**src/rtl/match_ctrl_if.sv**
```systemverilog
// Physics-engine link: result strobe/flags toward the controller, update enable back.
interface match_ctrl_if;
    logic       phys_valid;
    logic       phys_game_over;
    logic [1:0] phys_winner;
    logic       phys_en;

    // Controller side: consumes physics results, issues the update enable.
    modport master (
        input  phys_valid,
        input  phys_game_over,
        input  phys_winner,
        output phys_en
    );

    // Physics-engine side.
    modport slave (
        output phys_valid,
        output phys_game_over,
        output phys_winner,
        input  phys_en
    );
endinterface

```
**src/rtl/match_ctrl.sv**
```systemverilog
// Match controller: frame timing, serve/point delays, scoring, pause and match end.
module match_ctrl #(
    parameter int unsigned CLK_PER_FRAME = 1666667,
    parameter int unsigned SERVE_FRAMES  = 60,
    parameter int unsigned POINT_FRAMES  = 90,
    parameter int unsigned WIN_SCORE     = 15
) (
    input  logic                clk,
    input  logic                rst_n,
    input  logic                start_btn,
    input  logic                pause_btn,
    match_ctrl_if.master        phys,
    output logic                frame_tick,
    output logic [4:0]          score_p1,
    output logic [4:0]          score_p2,
    output logic [1:0]          match_winner,
    output logic [2:0]          state
);

    localparam int unsigned FRM_W   = (CLK_PER_FRAME > 1) ? $clog2(CLK_PER_FRAME) : 1;
    localparam int unsigned DLY_MAX = (SERVE_FRAMES > POINT_FRAMES) ? SERVE_FRAMES : POINT_FRAMES;
    localparam int unsigned DLY_W   = $clog2(DLY_MAX + 1);
    localparam int unsigned SCORE_W = 5;

    localparam logic [FRM_W-1:0]   FRM_LAST  = FRM_W'(CLK_PER_FRAME - 1);
    localparam logic [DLY_W-1:0]   DLY_SERVE = DLY_W'(SERVE_FRAMES);
    localparam logic [DLY_W-1:0]   DLY_POINT = DLY_W'(POINT_FRAMES);
    localparam logic [DLY_W-1:0]   DLY_ONE   = DLY_W'(1);
    localparam logic [SCORE_W-1:0] WIN_VAL   = SCORE_W'(WIN_SCORE);

    typedef enum logic [2:0] {
        ST_IDLE  = 3'd0,
        ST_SERVE = 3'd1,
        ST_PLAY  = 3'd2,
        ST_POINT = 3'd3,
        ST_OVER  = 3'd4,
        ST_PAUSE = 3'd5
    } state_t;

    state_t               r_state;
    state_t               w_state_nxt;
    logic [FRM_W-1:0]     r_frame_cnt;
    logic                 r_frame_tick;
    logic                 r_start_q;
    logic                 r_pause_q;
    logic [DLY_W-1:0]     r_dly;
    logic [DLY_W-1:0]     w_dly_nxt;
    logic [SCORE_W-1:0]   r_score_p1;
    logic [SCORE_W-1:0]   r_score_p2;
    logic [SCORE_W-1:0]   w_score_p1_nxt;
    logic [SCORE_W-1:0]   w_score_p2_nxt;
    logic [1:0]           r_winner;
    logic [1:0]           w_winner_nxt;
    logic                 r_phys_en;
    logic                 w_phys_en_nxt;

    logic                 w_start_edge;
    logic                 w_pause_edge;
    logic                 w_score_evt;
    logic                 w_p1_point;
    logic [SCORE_W-1:0]   w_p1_inc;
    logic [SCORE_W-1:0]   w_p2_inc;
    logic                 w_win_hit;
    logic                 w_dly_done;

    assign w_start_edge = start_btn & ~r_start_q;
    assign w_pause_edge = pause_btn & ~r_pause_q;
    assign w_score_evt  = phys.phys_valid & phys.phys_game_over &
                          ((phys.phys_winner == 2'd1) | (phys.phys_winner == 2'd2));
    assign w_p1_point   = (phys.phys_winner == 2'd1);
    assign w_p1_inc     = r_score_p1 + SCORE_W'(1);
    assign w_p2_inc     = r_score_p2 + SCORE_W'(1);
    assign w_win_hit    = w_p1_point ? (w_p1_inc == WIN_VAL) : (w_p2_inc == WIN_VAL);
    assign w_dly_done   = r_frame_tick & (r_dly == DLY_ONE);

    // Free-running frame counter and registered wrap pulse.
    always_ff @(posedge clk or negedge rst_n) begin
        if (!rst_n) begin
            r_frame_cnt  <= '0;
            r_frame_tick <= 1'b0;
        end else begin
            r_frame_cnt  <= (r_frame_cnt == FRM_LAST) ? '0 : r_frame_cnt + FRM_W'(1);
            r_frame_tick <= (r_frame_cnt == FRM_LAST);
        end
    end

    // Prior-level copies of the buttons for rising-edge detection.
    always_ff @(posedge clk or negedge rst_n) begin
        if (!rst_n) begin
            r_start_q <= 1'b0;
            r_pause_q <= 1'b0;
        end else begin
            r_start_q <= start_btn;
            r_pause_q <= pause_btn;
        end
    end

    // State register.
    always_ff @(posedge clk or negedge rst_n) begin
        if (!rst_n) begin
            r_state <= ST_IDLE;
        end else begin
            r_state <= w_state_nxt;
        end
    end

    // Next-state logic; a scoring strobe wins over a same-cycle pause edge.
    always_comb begin
        w_state_nxt = r_state;
        case (r_state)
            ST_IDLE:  if (w_start_edge) w_state_nxt = ST_SERVE;
            ST_SERVE: if (w_dly_done)   w_state_nxt = ST_PLAY;
            ST_PLAY: begin
                if (w_score_evt)       w_state_nxt = w_win_hit ? ST_OVER : ST_POINT;
                else if (w_pause_edge) w_state_nxt = ST_PAUSE;
            end
            ST_POINT: if (w_dly_done)   w_state_nxt = ST_SERVE;
            ST_OVER:  if (w_start_edge) w_state_nxt = ST_SERVE;
            ST_PAUSE: if (w_pause_edge) w_state_nxt = ST_PLAY;
            default:                    w_state_nxt = ST_IDLE;
        endcase
    end

    // Next values for delay counter, scores, winner and physics enable.
    always_comb begin
        w_dly_nxt      = r_dly;
        w_score_p1_nxt = r_score_p1;
        w_score_p2_nxt = r_score_p2;
        w_winner_nxt   = r_winner;
        // Enable only for a tick seen in PLAY that also stays in PLAY.
        w_phys_en_nxt  = r_frame_tick & (r_state == ST_PLAY) & (w_state_nxt == ST_PLAY);
        case (r_state)
            ST_IDLE: begin
                if (w_start_edge) w_dly_nxt = DLY_SERVE;
            end
            ST_SERVE: begin
                if (r_frame_tick && !w_dly_done) w_dly_nxt = r_dly - DLY_ONE;
            end
            ST_PLAY: begin
                if (w_score_evt) begin
                    if (w_p1_point) begin
                        if (r_score_p1 < WIN_VAL) w_score_p1_nxt = w_p1_inc;
                    end else begin
                        if (r_score_p2 < WIN_VAL) w_score_p2_nxt = w_p2_inc;
                    end
                    if (w_win_hit) w_winner_nxt = phys.phys_winner;
                    else           w_dly_nxt    = DLY_POINT;
                end
            end
            ST_POINT: begin
                if (w_dly_done)        w_dly_nxt = DLY_SERVE;
                else if (r_frame_tick) w_dly_nxt = r_dly - DLY_ONE;
            end
            ST_OVER: begin
                if (w_start_edge) begin
                    w_score_p1_nxt = '0;
                    w_score_p2_nxt = '0;
                    w_winner_nxt   = 2'd0;
                    w_dly_nxt      = DLY_SERVE;
                end
            end
            default: ;
        endcase
    end

    // Datapath and output registers.
    always_ff @(posedge clk or negedge rst_n) begin
        if (!rst_n) begin
            r_dly      <= '0;
            r_score_p1 <= '0;
            r_score_p2 <= '0;
            r_winner   <= 2'd0;
            r_phys_en  <= 1'b0;
        end else begin
            r_dly      <= w_dly_nxt;
            r_score_p1 <= w_score_p1_nxt;
            r_score_p2 <= w_score_p2_nxt;
            r_winner   <= w_winner_nxt;
            r_phys_en  <= w_phys_en_nxt;
        end
    end

    assign phys.phys_en = r_phys_en;
    assign frame_tick   = r_frame_tick;
    assign score_p1     = r_score_p1;
    assign score_p2     = r_score_p2;
    assign match_winner = r_winner;
    assign state        = r_state;

endmodule

```
**src/flat_wrapper.sv**
```systemverilog
// flat-port wrapper written by rule: the top's interface ports become plain ports
module match_ctrl_flat 
#(
    parameter int unsigned CLK_PER_FRAME = 1666667,
    parameter int unsigned SERVE_FRAMES  = 60,
    parameter int unsigned POINT_FRAMES  = 90,
    parameter int unsigned WIN_SCORE     = 15
)
  (clk, rst_n, start_btn, pause_btn, frame_tick, score_p1, score_p2, match_winner, state, phys_phys_valid, phys_phys_game_over, phys_phys_winner, phys_phys_en);
  match_ctrl_if phys_i ();
  input  logic clk;
  input  logic rst_n;
  input  logic start_btn;
  input  logic pause_btn;
  output logic frame_tick;
  output logic [4:0] score_p1;
  output logic [4:0] score_p2;
  output logic [1:0] match_winner;
  output logic [2:0] state;
  input wire logic [$bits(phys_i.phys_valid)-1:0] phys_phys_valid;
  input wire logic [$bits(phys_i.phys_game_over)-1:0] phys_phys_game_over;
  input wire logic [$bits(phys_i.phys_winner)-1:0] phys_phys_winner;
  output wire logic [$bits(phys_i.phys_en)-1:0] phys_phys_en;
  assign phys_i.phys_valid = phys_phys_valid;
  assign phys_i.phys_game_over = phys_phys_game_over;
  assign phys_i.phys_winner = phys_phys_winner;
  assign phys_phys_en = phys_i.phys_en;
  match_ctrl #(.CLK_PER_FRAME(CLK_PER_FRAME), .SERVE_FRAMES(SERVE_FRAMES), .POINT_FRAMES(POINT_FRAMES), .WIN_SCORE(WIN_SCORE)) u_core (.clk(clk), .rst_n(rst_n), .start_btn(start_btn), .pause_btn(pause_btn), .phys(phys_i), .frame_tick(frame_tick), .score_p1(score_p1), .score_p2(score_p2), .match_winner(match_winner), .state(state));
endmodule
```
**config.mk**
```make
export PLATFORM = sky130hd
export DESIGN_NAME = match_ctrl_flat
export DESIGN_NICKNAME = d
export VERILOG_FILES = /design/src/rtl/match_ctrl_if.sv /design/src/rtl/match_ctrl.sv /design/src/flat_wrapper.sv
export SDC_FILE = /design/constraint.sdc
export NUM_CORES = 1
export LEC_CHECK = 0
export CORE_MARGIN = 2
export CORE_UTILIZATION = 35
export DETAILED_ROUTE_END_ITERATION = 6
export PLACE_DENSITY_LB_ADDON = 0.1
export SYNTH_ARGS = -nofsm -noshare
export SYNTH_HDL_FRONTEND = slang
export SYNTH_SLANG_ARGS = --single-unit
```
**constraint.sdc**
```tcl
create_clock -name clk -period 3.6 [get_ports clk]
set_input_delay 0.72 -clock clk [delete_from_list [all_inputs] [get_ports clk]]
set_output_delay 0.72 -clock clk [all_outputs]
set_load 0.02 [all_outputs]
```
==> impl_metrics.json, run 1 <==
{
  "rrSetupSlack_ns": 1.41,
  "worst_slack_ns": 1.02,
  "n_fill_cell": 751,
  "hold_path_class": "primary input to asynchronous set/reset pin",
  "syn_area_per_cell_um2": 9.57,
  "status": "complete, no violations",
  "port_buffers": 24,
  "startpoint_type": "primary input",
  "pin_count": 25,
  "ys.flop_type": "dfrtp_1",
  "wire_per_inst_um": 14.7,
  "cts_tree": "built",
  "synth_top_area_share_pct": 44.7,
  "worstMarginPinSlew_ns": 0.587,
  "antenna_found_initial": 0,
  "yosys-top-cells-area": "dfrtp_1 (45%), nand3_1 (4.2%), xnor2_1 (4.0%)",
  "ctsHoldBuffers": 0,
  "grt_pass1_wl_um": 10400,
  "setup_violations": 0,
  "syn_inst": 275,
  "seqPwrFrac_pct": 46.0,
  "finalCritPeriodShare_pct": 71.6,
  "grt_max_degree": 28,
  "ir_worst_vdd_mv": 0.247,
  "first_iter_violations": 142,
  "clock_latency_ns": 0.30,
  "fp.dieArea_mm2": 0.00823,
  "cp-end-kind": "register",
  "combPwrFrac_pct": 31.4,
  "dp_hpwl_um": 4220,
  "fmax_mhz": 388,
  "slew_headroom_pct": 60.8,
  "synth_edf_count": 0,
  "finalHoldViolCount": 0,
  "r2r_end": "u_core.r_dly[0]$_DFFE_PN0P_",
  "p_leak_nw": 1.23,
  "grt_usage_pct": 15.3,
  "ant_nets": 0,
  "syn_area_mm2": 0.00263,
  "cp.arrival_ns": 2.77,
  "clockBufferDepth": 2,
  "area_growth_pct": 16.5,
  "r2r-start": "u_core.state[1]$_DFF_PN0_",
  "grt_pass1_vias": 2047,
  "clkPwrFrac_pct": 22.6,
  "clk_pin_slew_ns": 0.09,
  "h-tree-depth": 2,
  "fin_crit_ns": 2.58,
  "p_switching_uw": 550,
  "multi_input_area_mm2": 0.00136,
  "cp.required_ns": 3.79,
  "rsz0062_at_grt": "no",
  "drc": 0,
  "intPower_uw": 923,
  "powerDensity_mw_per_mm2": 480,
  "yosysWarnings": 0,
  "cts_setup_buffers": 0,
  "yosysSeqAreaShare_pct": 44.7,
  "core-area_mm2": 0.00725,
  "die_h_um": 90.7,
  "nets": 318,
  "critical_path_class": "primary input to register",
  "switching_share_pct": 37.3,
  "row_count": 31,
  "place_congestion": 0.822,
  "maxSlewViolCount": 0,
  "dr.pass1.iters": 5,
  "n_antenna_cell": 0,
  "cts_resized": 0,
  "synth_seq_cells": 47,
  "yosys.area.top_type": "dfrtp_1",
  "clockRootBuffer": "clkbuf_8",
  "async_flop_share_pct": 100,
  "whs_ns": 0.377,
  "cp_max_fo": 7,
  "power_mw": 1.47,
  "syn-num-nets": 290,
  "drv_cap": 0,
  "ff2ff_path_depth": 6,
  "fin_tns_setup_ns": 0,
  "vias_per_cell": 5.31,
  "grt_overflow": 0,
  "totalWireLength_um": 5920,
  "vias": 2139,
  "cts_sinks": 47,
  "seq_area_mm2": 0.00118,
  "yosysUniqueCellTypes": 50,
  "pre_cts_ws_ns": 0.704,
  "initial_core_util_pct": 36.3,
  "crit_start": "phys_phys_winner[1]",
  "die_w_um": 90.7,
  "fin_skew_ns": 0.00389,
  "drive_above_1_share_pct": 6.91,
  "cts_buffers": 5
}
-- placed cells by master (no fill, tap or decap), types with 5 or more instances in the layout --
cell             instances
inv_1                   11
buf_4                    5
nand4_1                 14
nand3_1                 22
nand2_1                 21
nor2_1                  26
dfrtp_1                 47
ha_1                     7
o21ai_1                  8
and3_1                   5
xor2_1                  11
a211oi_1                 9
xnor2_1                 12
clkdlybuf4s50_1         23
nor2b_1                  6
o22ai_1                  5
a21oi_1                  7
clkbuf_8                 5
-- flip-flops by register name, indices dropped and copies added, names as in the netlist --
name and flops:
u_core.score_p2 5, u_core.phys.phys_en 1, u_core.r_start_q 1, u_core.r_dly 7, u_core.match_winner 2, u_core.state 3
u_core.frame_tick 1, u_core.r_pause_q 1, u_core.r_frame_cnt 21, u_core.score_p1 5
-- cells in the mapped netlist (5+ instances only) --
cell type	count
xnor2_1	12
inv_1	11
a21oi_1	7
dfrtp_1	47
nor2b_1	6
o21ai_1	8
and3_1	5
nor2_1	26
nand3_1	22
o22ai_1	5
nand2_1	21
ha_1	7
xor2_1	11
nand4_1	14
a211oi_1	9
-- critical path, stage by stage --
cell,delay (ns)
clkdlybuf4s50_1,0.48
inv_1,0.05
ha_1,0.26
and3b_1,0.24
nand2b_2,0.14
o2111ai_2,0.22
a21o_2,0.32
o32a_1,0.35
-- power by group through the flow --
stage	registers, mW	clock network (mW)	logic, mW
finish	0.677	0.333	0.463
global route	0.691	0.367	0.515
CTS	0.676	0.345	0.467
detailed placement	0.686	0	0.465
global placement	0.687	0	0.468
floorplan	0.679	0	0.316
-- layer usage --
metal  wire, um  GRT usage (%)  vias up
met2       2510           22.1       45
met5          0              0        -
met1       3100           22.4     1025
li1           -              -     1064
met4         56           4.74        0
met3        245           3.84        5
-- cells by family (layout without fill, tap and decap cells) --
kind of cell / Yosys count / after routing / share of synthesized area, %
muxes: 1 / 1 / 0.428
buffers and inverters: 19 / 48 / 3.47
and+or+nand+nor: 125 / 125 / 26.6
adders and majority gates: 7 / 7 / 3.33
AOI/OAI and AO/OA: 53 / 53 / 13.8
DFF: 47 / 47 / 44.7
xor gates and xnor gates: 23 / 23 / 7.66
-- cell type report --
type                       instances  area share [%]
inverter                          11            1.35
sequential                        47            38.4
multi-input combinational        209            44.5
clock inverter                     2           0.530
clock buffer                       6            2.37
timing repair buffer              29            8.89
tap                               99            4.04
-- worst max path at each step --
stage | endpoint | cells past startpoint
final | u_core.r_dly[4]$_DFFE_PN0P_ | 8
after global placement | u_core.r_dly[3]$_DFFE_PN0P_ | 8
after CTS | u_core.r_dly[4]$_DFFE_PN0P_ | 8
after global routing | u_core.r_dly[4]$_DFFE_PN0P_ | 8
after floorplan | u_core.r_dly[3]$_DFFE_PN0P_ | 8
after detailed placement | u_core.r_dly[4]$_DFFE_PN0P_ | 8
-- metrics by stage --
stage               cells  instance area (um2)  util (%)
finish                403                 3070      42.3
global route          403                 3070      42.3
CTS                   403                 3070      42.3
detailed placement    395                 2980      41.1
global placement      395                 2980      41.1
floorplan             275                 2630         -
Note: power is estimated with default switching activity, not from simulation.
==> run 2, diff against run 1 <==
==> constraint.sdc (replaced) <==
create_clock -name clk -period 2.1 [get_ports clk]
set_input_delay 0.42 -clock clk [delete_from_list [all_inputs] [get_ports clk]]
set_output_delay 0.42 -clock clk [all_outputs]
set_load 0.02 [all_outputs]
==> impl_metrics.json, run 2 (synthesis results as in run 1) <==
{
  "status": "complete, no violations",
  "clock_latency_ns": 0.30,
  "clockBufferDepth": 2,
  "pin_count": 25,
  "max_flop_register": "u_core.r_frame_cnt",
  "fp.dieArea_mm2": 0.00823,
  "cp.arrival_ns": 1.57,
  "ant_nets": 0,
  "drv_cap": 0,
  "n_antenna_cell": 0,
  "crit_buf_inv": 1,
  "cts_buffers": 5,
  "grt_pass1_wl_um": 10400,
  "first_iter_violations": 123,
  "core-area_mm2": 0.00725,
  "fin_crit_ns": 1.99,
  "pre_cts_ws_ns": -0.349,
  "nets": 342,
  "cts_tree": "built",
  "die_h_um": 90.7,
  "vias": 2230,
  "drive_above_1_share_pct": 14.9,
  "initial_core_util_pct": 36.3,
  "totalWireLength_um": 6080,
  "met3_usage_pct": 3.59,
  "ctsHoldBuffers": 0,
  "vias_per_cell": 5.22,
  "h-tree-depth": 2,
  "row_count": 31,
  "ir_worst_vdd_mv": 0.356,
  "dr.pass1.iters": 4,
  "area_growth_pct": 24.3,
  "cp.required_ns": 1.68,
  "cts_sinks": 47,
  "worstMarginPinSlew_ns": 0.613,
  "clk_pin_slew_ns": 0.09,
  "place_congestion": 0.858,
  "powerDensity_mw_per_mm2": 824,
  "fin_skew_ns": 0.00494,
  "crit_path_max_incr_delay_ns": 0.69,
  "grt_busiest_layer": "met2",
  "mostFrequentLayoutCell": "dfrtp_1",
  "largest_register_ffs": 21,
  "final_cell_mix": "dfrtp_1 (46), buf_4 (28), nor2_1 (26), nand3_1 (22)",
  "wire_per_inst_um": 14.2,
  "use_met2_pct": 23.1,
  "p_leak_nw": 1.36,
  "whs_ns": 0.206,
  "antenna_found_initial": 0,
  "finalHoldViolCount": 0,
  "hold_path_class": "primary input to asynchronous set/reset pin",
  "grtUsageMet1_pct": 22.2,
  "grt_pass1_vias": 2078,
  "slew_headroom_pct": 59.1,
  "reg_top3": "u_core.r_frame_cnt: 21 flops, u_core.r_dly: 7 flops",
  "grt_max_degree": 48,
  "worst_slack_ns": 0.108,
  "die_w_um": 90.7,
  "cp_max_fo": 8,
  "critical_path_class": "register to output port",
  "dp_hpwl_um": 4250,
  "cp_slowest_cell": "clkdlybuf4s50_1",
  "grt_overflow": 0,
  "drc": 0,
  "setup_violations": 0,
  "maxSlewViolCount": 0,
  "grt_usage_pct": 15.6,
  "clockRootBuffer": "clkbuf_8",
  "cp_top_family": "buffers and inverters",
  "fmax_mhz": 502,
  "startpoint_type": "register",
  "finalCritPeriodShare_pct": 94.9,
  "cp-end-kind": "output port",
  "path_cells": "clkdlybuf4s50_1",
  "port_buffers": 24
}
[run 2: changes by cell type in the layout (fill, tap and decap cells not counted), sizes merged]
cell	delta
buf	+24
clkdlybuf4s50	-2
clkinv	+1
dlygate4sd2	+2
inv	-1
[run 2: report_power, final]
part / leakage [nW] / internal (mW) / switching, mW
registers: 0.605 / 1.00 / 0.118
logic: 0.704 / 0.454 / 0.536
clock network: 0.0474 / 0.269 / 0.316
total: 1.36 / 1.73 / 0.970
[run 2: path summary, 6_finish.rpt]
path,slack [ns],end,start,depth (start not counted)
setup / recovery,0.11,state[0],u_core.state[0]$_DFF_PN0_,1
hold / removal,0.21,u_core.r_frame_cnt[7]$_DFF_PN0_,rst_n,2
setup reg to reg,0.15,u_core.phys.phys_en$_DFF_PN0_,u_core.score_p2[0]$_DFFE_PN0P_,7
hold reg to reg,0.49,u_core.r_frame_cnt[18]$_DFF_PN0_,u_core.r_frame_cnt[18]$_DFF_PN0_,1
max in group asynchronous,1.45,u_core.state[2]$_DFF_PN0_,rst_n,2
min in group clk,0.49,u_core.r_frame_cnt[18]$_DFF_PN0_,u_core.r_frame_cnt[18]$_DFF_PN0_,1
[run 2: per-stage QoR]
step	area (um2)	std cells	TNS (ns)	total power, mW	util (%)
6_report	3270	427	0	2.70	45.1
5_1_grt	3270	427	-0.0101	2.89	45.1
4_1_cts	3260	427	0	2.71	45.0
3_5_place_dp	3140	417	-4.62	2.09	43.3
3_3_place_gp	3140	417	-4.41	2.09	43.3
2_1_floorplan	2630	275	0	1.71	-
[run 2: metal layers]
| layer | up-vias | routed length, um | share of wire (%) |
|---|---|---|---|
| li1 | 1117 | - | - |
| met4 | 0 | 71 | 1.2 |
| met1 | 1056 | 3080 | 51 |
| met5 | - | 0 | 0 |
| met3 | 8 | 259 | 4.3 |
| met2 | 49 | 2670 | 44 |
[run 2: timing repair]
action	4_1_cts	5_1_grt
setup buffers	2	0
resized for setup	4	2
endpoints found under the setup margin	3	2
pin swaps	1	0
[run 2: final cells by class]
type | count | area, um2
Fill cell | 696 | 3980
Timing Repair Buffer | 53 | 454
Clock inverter | 2 | 16.3
Inverter | 11 | 41.3
Sequential cell | 47 | 1180
Tap cell | 99 | 124
Clock buffer | 6 | 82.6
Multi-Input combinational cell | 209 | 1380
==> patch 1, RTL diff (settings of run 2) <==
`POINT_FRAMES` is set to 90 in 2 places; all go to 180.
--- a/src/rtl/match_ctrl.sv
+++ b/src/rtl/match_ctrl.sv
@@ -3,5 +3,5 @@
     parameter int unsigned CLK_PER_FRAME = 1666667,
     parameter int unsigned SERVE_FRAMES  = 60,
-    parameter int unsigned POINT_FRAMES  = 90,
+    parameter int unsigned POINT_FRAMES  = 180,
     parameter int unsigned WIN_SCORE     = 15
 ) (
--- a/src/flat_wrapper.sv
+++ b/src/flat_wrapper.sv
@@ -4,5 +4,5 @@
     parameter int unsigned CLK_PER_FRAME = 1666667,
     parameter int unsigned SERVE_FRAMES  = 60,
-    parameter int unsigned POINT_FRAMES  = 90,
+    parameter int unsigned POINT_FRAMES  = 180,
     parameter int unsigned WIN_SCORE     = 15
 )
Function: same outputs for any inputs over 10 cycles, from zero or initial values and one cycle with rst_n low; that may be too few to reach the edited logic, so the function may still have changed.
==> patch 1 against run 2 <==
- maximum frequency increased by 1.3%
- wire length fell by 3.2%
- area after synthesis is 0.38% higher
- power decreased by 5.3%
- sequential power up 6%
- final cell count decreased by 2.1%
- final area is 0.80% higher
- sequential cell count rose by 1
- setup slack improved by 0.025 ns
- critical path type is now flip-flop to flip-flop
- largest cell class unchanged
- largest power group unchanged
==> patch 1: results (changes against run 2) <==
Number of DRC markers in iteration 0: 143 (was 123). The detailed-route wire length came out at 5880 um (was 6080 um). The slowest cell on the critical path was sky130_fd_sc_hd__dfrtp_1 (was sky130_fd_sc_hd__clkdlybuf4s50_1).

The number of buffers created by CTS is 5 (unchanged), and the met2 usage is 22.9% (was 23.1%). The tools report the number of nets in the layout as 333 (was 342). The HPWL after detailed placement came out at 4390 um (was 4250 um). The part of the Yosys area used for sequential elements is 45.5% (was 44.7%), and the number of filler instances in the final layout is 729 (was 696). The layout cell share with drive strength beyond 1 works out to 15.7% (was 14.9%). For the leakage power summed over all cells, the log shows 1.39 nW (was 1.36 nW). The tools report the met3 layer wire length in the routed design as 201 um (was 259 um).

For the arrival time of data at the critical path endpoint, the log shows 2.16 ns (was 1.57 ns). The worst-skew pair later-pin latency came out at 0.30 ns (about the same). The buffer depth of the longest clock path was 2 (unchanged); the cell count after placement was 408 (was 417). The layout overhead on the synthesized area works out to 24.9% (was 24.3%). Synth top area cells: sky130_fd_sc_hd__dfrtp_1 45%, sky130_fd_sc_hd__xnor2_1 4.3%, sky130_fd_sc_hd__nor2_1 4.0%, sky130_fd_sc_hd__nand3_1 3.6%, sky130_fd_sc_hd__ha_1 3.3% (was sky130_fd_sc_hd__dfrtp_1 45%, sky130_fd_sc_hd__nand3_1 4.2%, sky130_fd_sc_hd__xnor2_1 4.0%, sky130_fd_sc_hd__nor2_1 3.7%, sky130_fd_sc_hd__xor2_1 3.7%).

The actual transition at the worst max-transition pin is 0.507 ns (was 0.613 ns), and the global routing met1 resource utilization is 21.5% (was 22.2%). Met3 usage: 3.42% (was 3.59%). The category of cells accounting for the largest share of critical-path delay is compound AO/OA/AOI/OAI gates (was buffers and inverters). The worst clock skew was 0.00606 ns (was 0.00494 ns). The sum of met2 wire segment lengths after detailed routing came out at 2700 um (was 2670 um). The total number of vias came out at 2,144 (was 2,230). The global-route wire length before repair is 10,100 um (was 10,400 um).

The maximum cell stage delay along the critical path works out to 0.42 ns (was 0.69 ns). The logs give 2950 um (was 3080 um) for the post-route met1 wirelength and 58 (was 50) for the count of different cell masters after synthesis. The run finished with clean final reports. The total track usage was 14.8% (was 15.6%); the instance count of the mapped netlist was 267 (was 275). The post-placement setup slack was -0.453 ns (was -0.349 ns). The final non-filler cell total is 418 (was 427). The run gives 0.820 (was 0.858) as the routability congestion estimate from global placement.
==> patch 1: cell count changes after synthesis, sizes merged, moves of 4 or more <==
cell    before  now
nand4       15    9
a211oi       9    0
o22ai        5    1
buf          7    3
xor2        11    7
==> patch 1: kinds of logic (layout without fill, tap and decap cells) <==
family                     Yosys count  count (layout)  share of synthesized area, %
and+or+nand+nor                    119             119                          25.2
AOI/OAI and AO/OA                   48              48                          13.1
DFF                                 48              48                          45.5
xor gates and xnor gates            20              20                          6.63
buffers and inverters               18              70                          3.46
adders and majority gates            7               7                          3.32
muxes                                7               7                          2.84
==> patch 1: layout make-up <==
type | count | area share (%)
flip-flops and latches | 48 | 36.4
inverters | 12 | 1.37
well taps | 99 | 3.76
repair buffers | 50 | 13.5
clock inverters | 1 | 0.228
clock buffers | 7 | 2.62
multi-input cells | 201 | 42.1
==> patch 1: power by group <==
part           switching, mW  leakage, nW  internal, mW  total [mW]
clock                  0.317       0.0445         0.268       0.586
sequential             0.153        0.623          1.04        1.19
combinational          0.386        0.722         0.392       0.778
==> patch 1: path summary, 6_finish.rpt <==
path                                        start                     end  slack (ns)  cells after the start
setup / recovery                  u_core.r_dly[1]         u_core.r_dly[6]        0.13                      7
hold / removal                              rst_n      u_core.score_p1[0]        0.07                      1
setup reg to reg                  u_core.r_dly[1]         u_core.r_dly[6]        0.13                      7
hold reg to reg            u_core.r_frame_cnt[12]  u_core.r_frame_cnt[12]        0.51                      1
max in group asynchronous                   rst_n  u_core.r_frame_cnt[12]        1.50                      2
min in group clk           u_core.r_frame_cnt[12]  u_core.r_frame_cnt[12]        0.51                      1
==> patch 1: what timing repair did <==
action / 4_1_cts / 5_1_grt
pin swaps: 3 / 0
hold buffers: 0 / 0
setup buffers: 2 / 0
resized for setup: 9 / 1
setup endpoints to repair: 8 / 1
==> patch 2, RTL diff (settings of run 2) <==
Made on the original files. Register the input `start_btn` before use, cleared by the reset. The logic sees it one clock later. The other inputs are not delayed to match.
--- a/src/rtl/match_ctrl.sv
+++ b/src/rtl/match_ctrl.sv
@@ -38,4 +38,14 @@
     } state_t;
 
+    logic start_btn_q;
+
+    always_ff @(posedge clk or negedge rst_n) begin
+        if (!rst_n) begin
+            start_btn_q <= '0;
+        end else begin
+            start_btn_q <= start_btn;
+        end
+    end
+
     state_t               r_state;
     state_t               w_state_nxt;
@@ -64,5 +74,5 @@
     logic                 w_dly_done;
 
-    assign w_start_edge = start_btn & ~r_start_q;
+    assign w_start_edge = start_btn_q & ~r_start_q;
     assign w_pause_edge = pause_btn & ~r_pause_q;
     assign w_score_evt  = phys.phys_valid & phys.phys_game_over &
@@ -91,5 +101,5 @@
             r_pause_q <= 1'b0;
         end else begin
-            r_start_q <= start_btn;
+            r_start_q <= start_btn_q;
             r_pause_q <= pause_btn;
         end
Check against the original RTL: not equivalent (a bounded check fails within 4 cycles, from zero or initial values and one cycle with rst_n low).
==> patch 2 against run 2 <==
- sequential cell count rose by 1
- final area fell by 1.5%
- clock power fell by 8.4%
- area after synthesis fell by 0.76%
- sequential share of layout area rose by 1.3 points
- count of clock-buffer cells in the layout did not move
- final cell count fell by 4.9%
- register-to-register slack improved by 0.09 ns
- setup slack got worse by 0.039 ns
- global-route usage fell by 0.65 points
- wire length fell by 6.0%
- first-iteration DRC count fell by 35%
- power rose by 10%
- maximum frequency fell by 1.9%
- critical path type is now input pin to flip-flop
- highest routed layer unchanged
==> patch 2: results (changes against run 2) <==
The flow ran to the end, and the final reports show no timing, DRC or antenna violations. The maximum cell stage delay along the critical path is 0.47 ns (was 0.69 ns). Launch point of the worst path: phys_phys_winner[1] (was u_core.state[0]). Met2 usage: 23.5% (was 23.1%). The run gives 2,045 (was 2,078) as the via count of the first global-routing pass. The net count of the mapped netlist was 274 (was 290). The logs give 1.42 nW (was 1.36 nW) for the leakage power summed over all cells and 322 (was 342) for the number of nets in the layout. The total track usage came out at 15.0% (was 15.6%).

The logs give 10,100 um (was 10,400 um) for the global-route wire length before repair and 5710 um (was 6080 um) for the detailed-route wire length. The layout cell share with drive strength beyond 1 is 15.6% (was 14.9%), and the post-route met1 wirelength is 2850 um (was 3080 um). The pin count of the biggest net entering global routing is 21 (was 48).

The logs give 0.0657 ns (was 0.206 ns) for the minimum hold slack and 0.263 mV (was 0.356 mV) for the worst voltage drop across the vdd grid. Most numerous cell types in the synthesized netlist: 48 x sky130_fd_sc_hd__dfrtp_1, 24 x sky130_fd_sc_hd__nor2_1, 20 x sky130_fd_sc_hd__nand3_1 (was 47 x sky130_fd_sc_hd__dfrtp_1, 26 x sky130_fd_sc_hd__nor2_1, 22 x sky130_fd_sc_hd__nand3_1). The met3 usage came out at 2.67% (was 3.59%).

The number of DRC markers in iteration 0 is 80 (was 123), and the final non-filler cell total is 406 (was 427). The logs give 61 (was 50) for the count of different cell masters after synthesis and 2.21 ns (was 1.57 ns) for the arrival time of data at the critical path endpoint. Capture point of the worst reg-to-reg path: u_core.r_dly[3] (was u_core.phys.phys_en).

Headroom to the max-slew limit: 68.5% (was 59.1%). The cell count after placement came out at 399 (was 417).
==> patch 2: how the worst max path moves through the flow <==
| stage | to | slack, ns | cells past startpoint |
|---|---|---|---|
| 5_1_grt | u_core.score_p1[0] | 0.01 | 9 |
| 2_1_floorplan | u_core.score_p1[4] | 0.20 | 6 |
| 3_5_place_dp | u_core.score_p1[2] | -0.28 | 9 |
| 6_report | u_core.score_p1[4] | 0.07 | 7 |
| 4_1_cts | u_core.score_p1[2] | 0.03 | 9 |
| 3_3_place_gp | u_core.score_p1[4] | -0.22 | 7 |
==> patch 2: area by class of cell <==
type | instances | area share, %
Inverter | 11 | 1.28
Timing Repair Buffer | 46 | 12.6
Sequential cell | 48 | 37.3
Clock buffer | 6 | 2.25
Multi-Input combinational cell | 195 | 42.6
Tap cell | 99 | 3.84
Clock inverter | 1 | 0.155
==> patch 2: cell families after synthesis <==
logic type	count (synthesis)	synth area share, %
XOR/XNOR	21	7.04
AND/OR/NAND/NOR	114	25.4
multiplexers	6	2.59
flip-flops	48	46.0
AO/OA/AOI/OAI	47	12.9
buffers and inverters	16	2.64
adder cells (fa/ha/maj)	7	3.35
==> patch 2: report_power, final <==
part           switching (mW)  total (mW)  internal, mW
combinational           0.594        1.17         0.581
sequential              0.194        1.26          1.07
clock                   0.308       0.536         0.228
==> patch 2: timing repair <==
item,CTS,global route
hold buffers,0,0
setup endpoints to repair,0,5
hold endpoints to repair,0,0
resized for setup,0,8
==> patch 2: critical path, delay by kind of cell <==
family          cells  cell delay, ns
compound gates      2            0.57
buf+inv             2            0.52
simple gates        1            0.17
mux                 1            0.33
fa+ha+maj           1            0.20
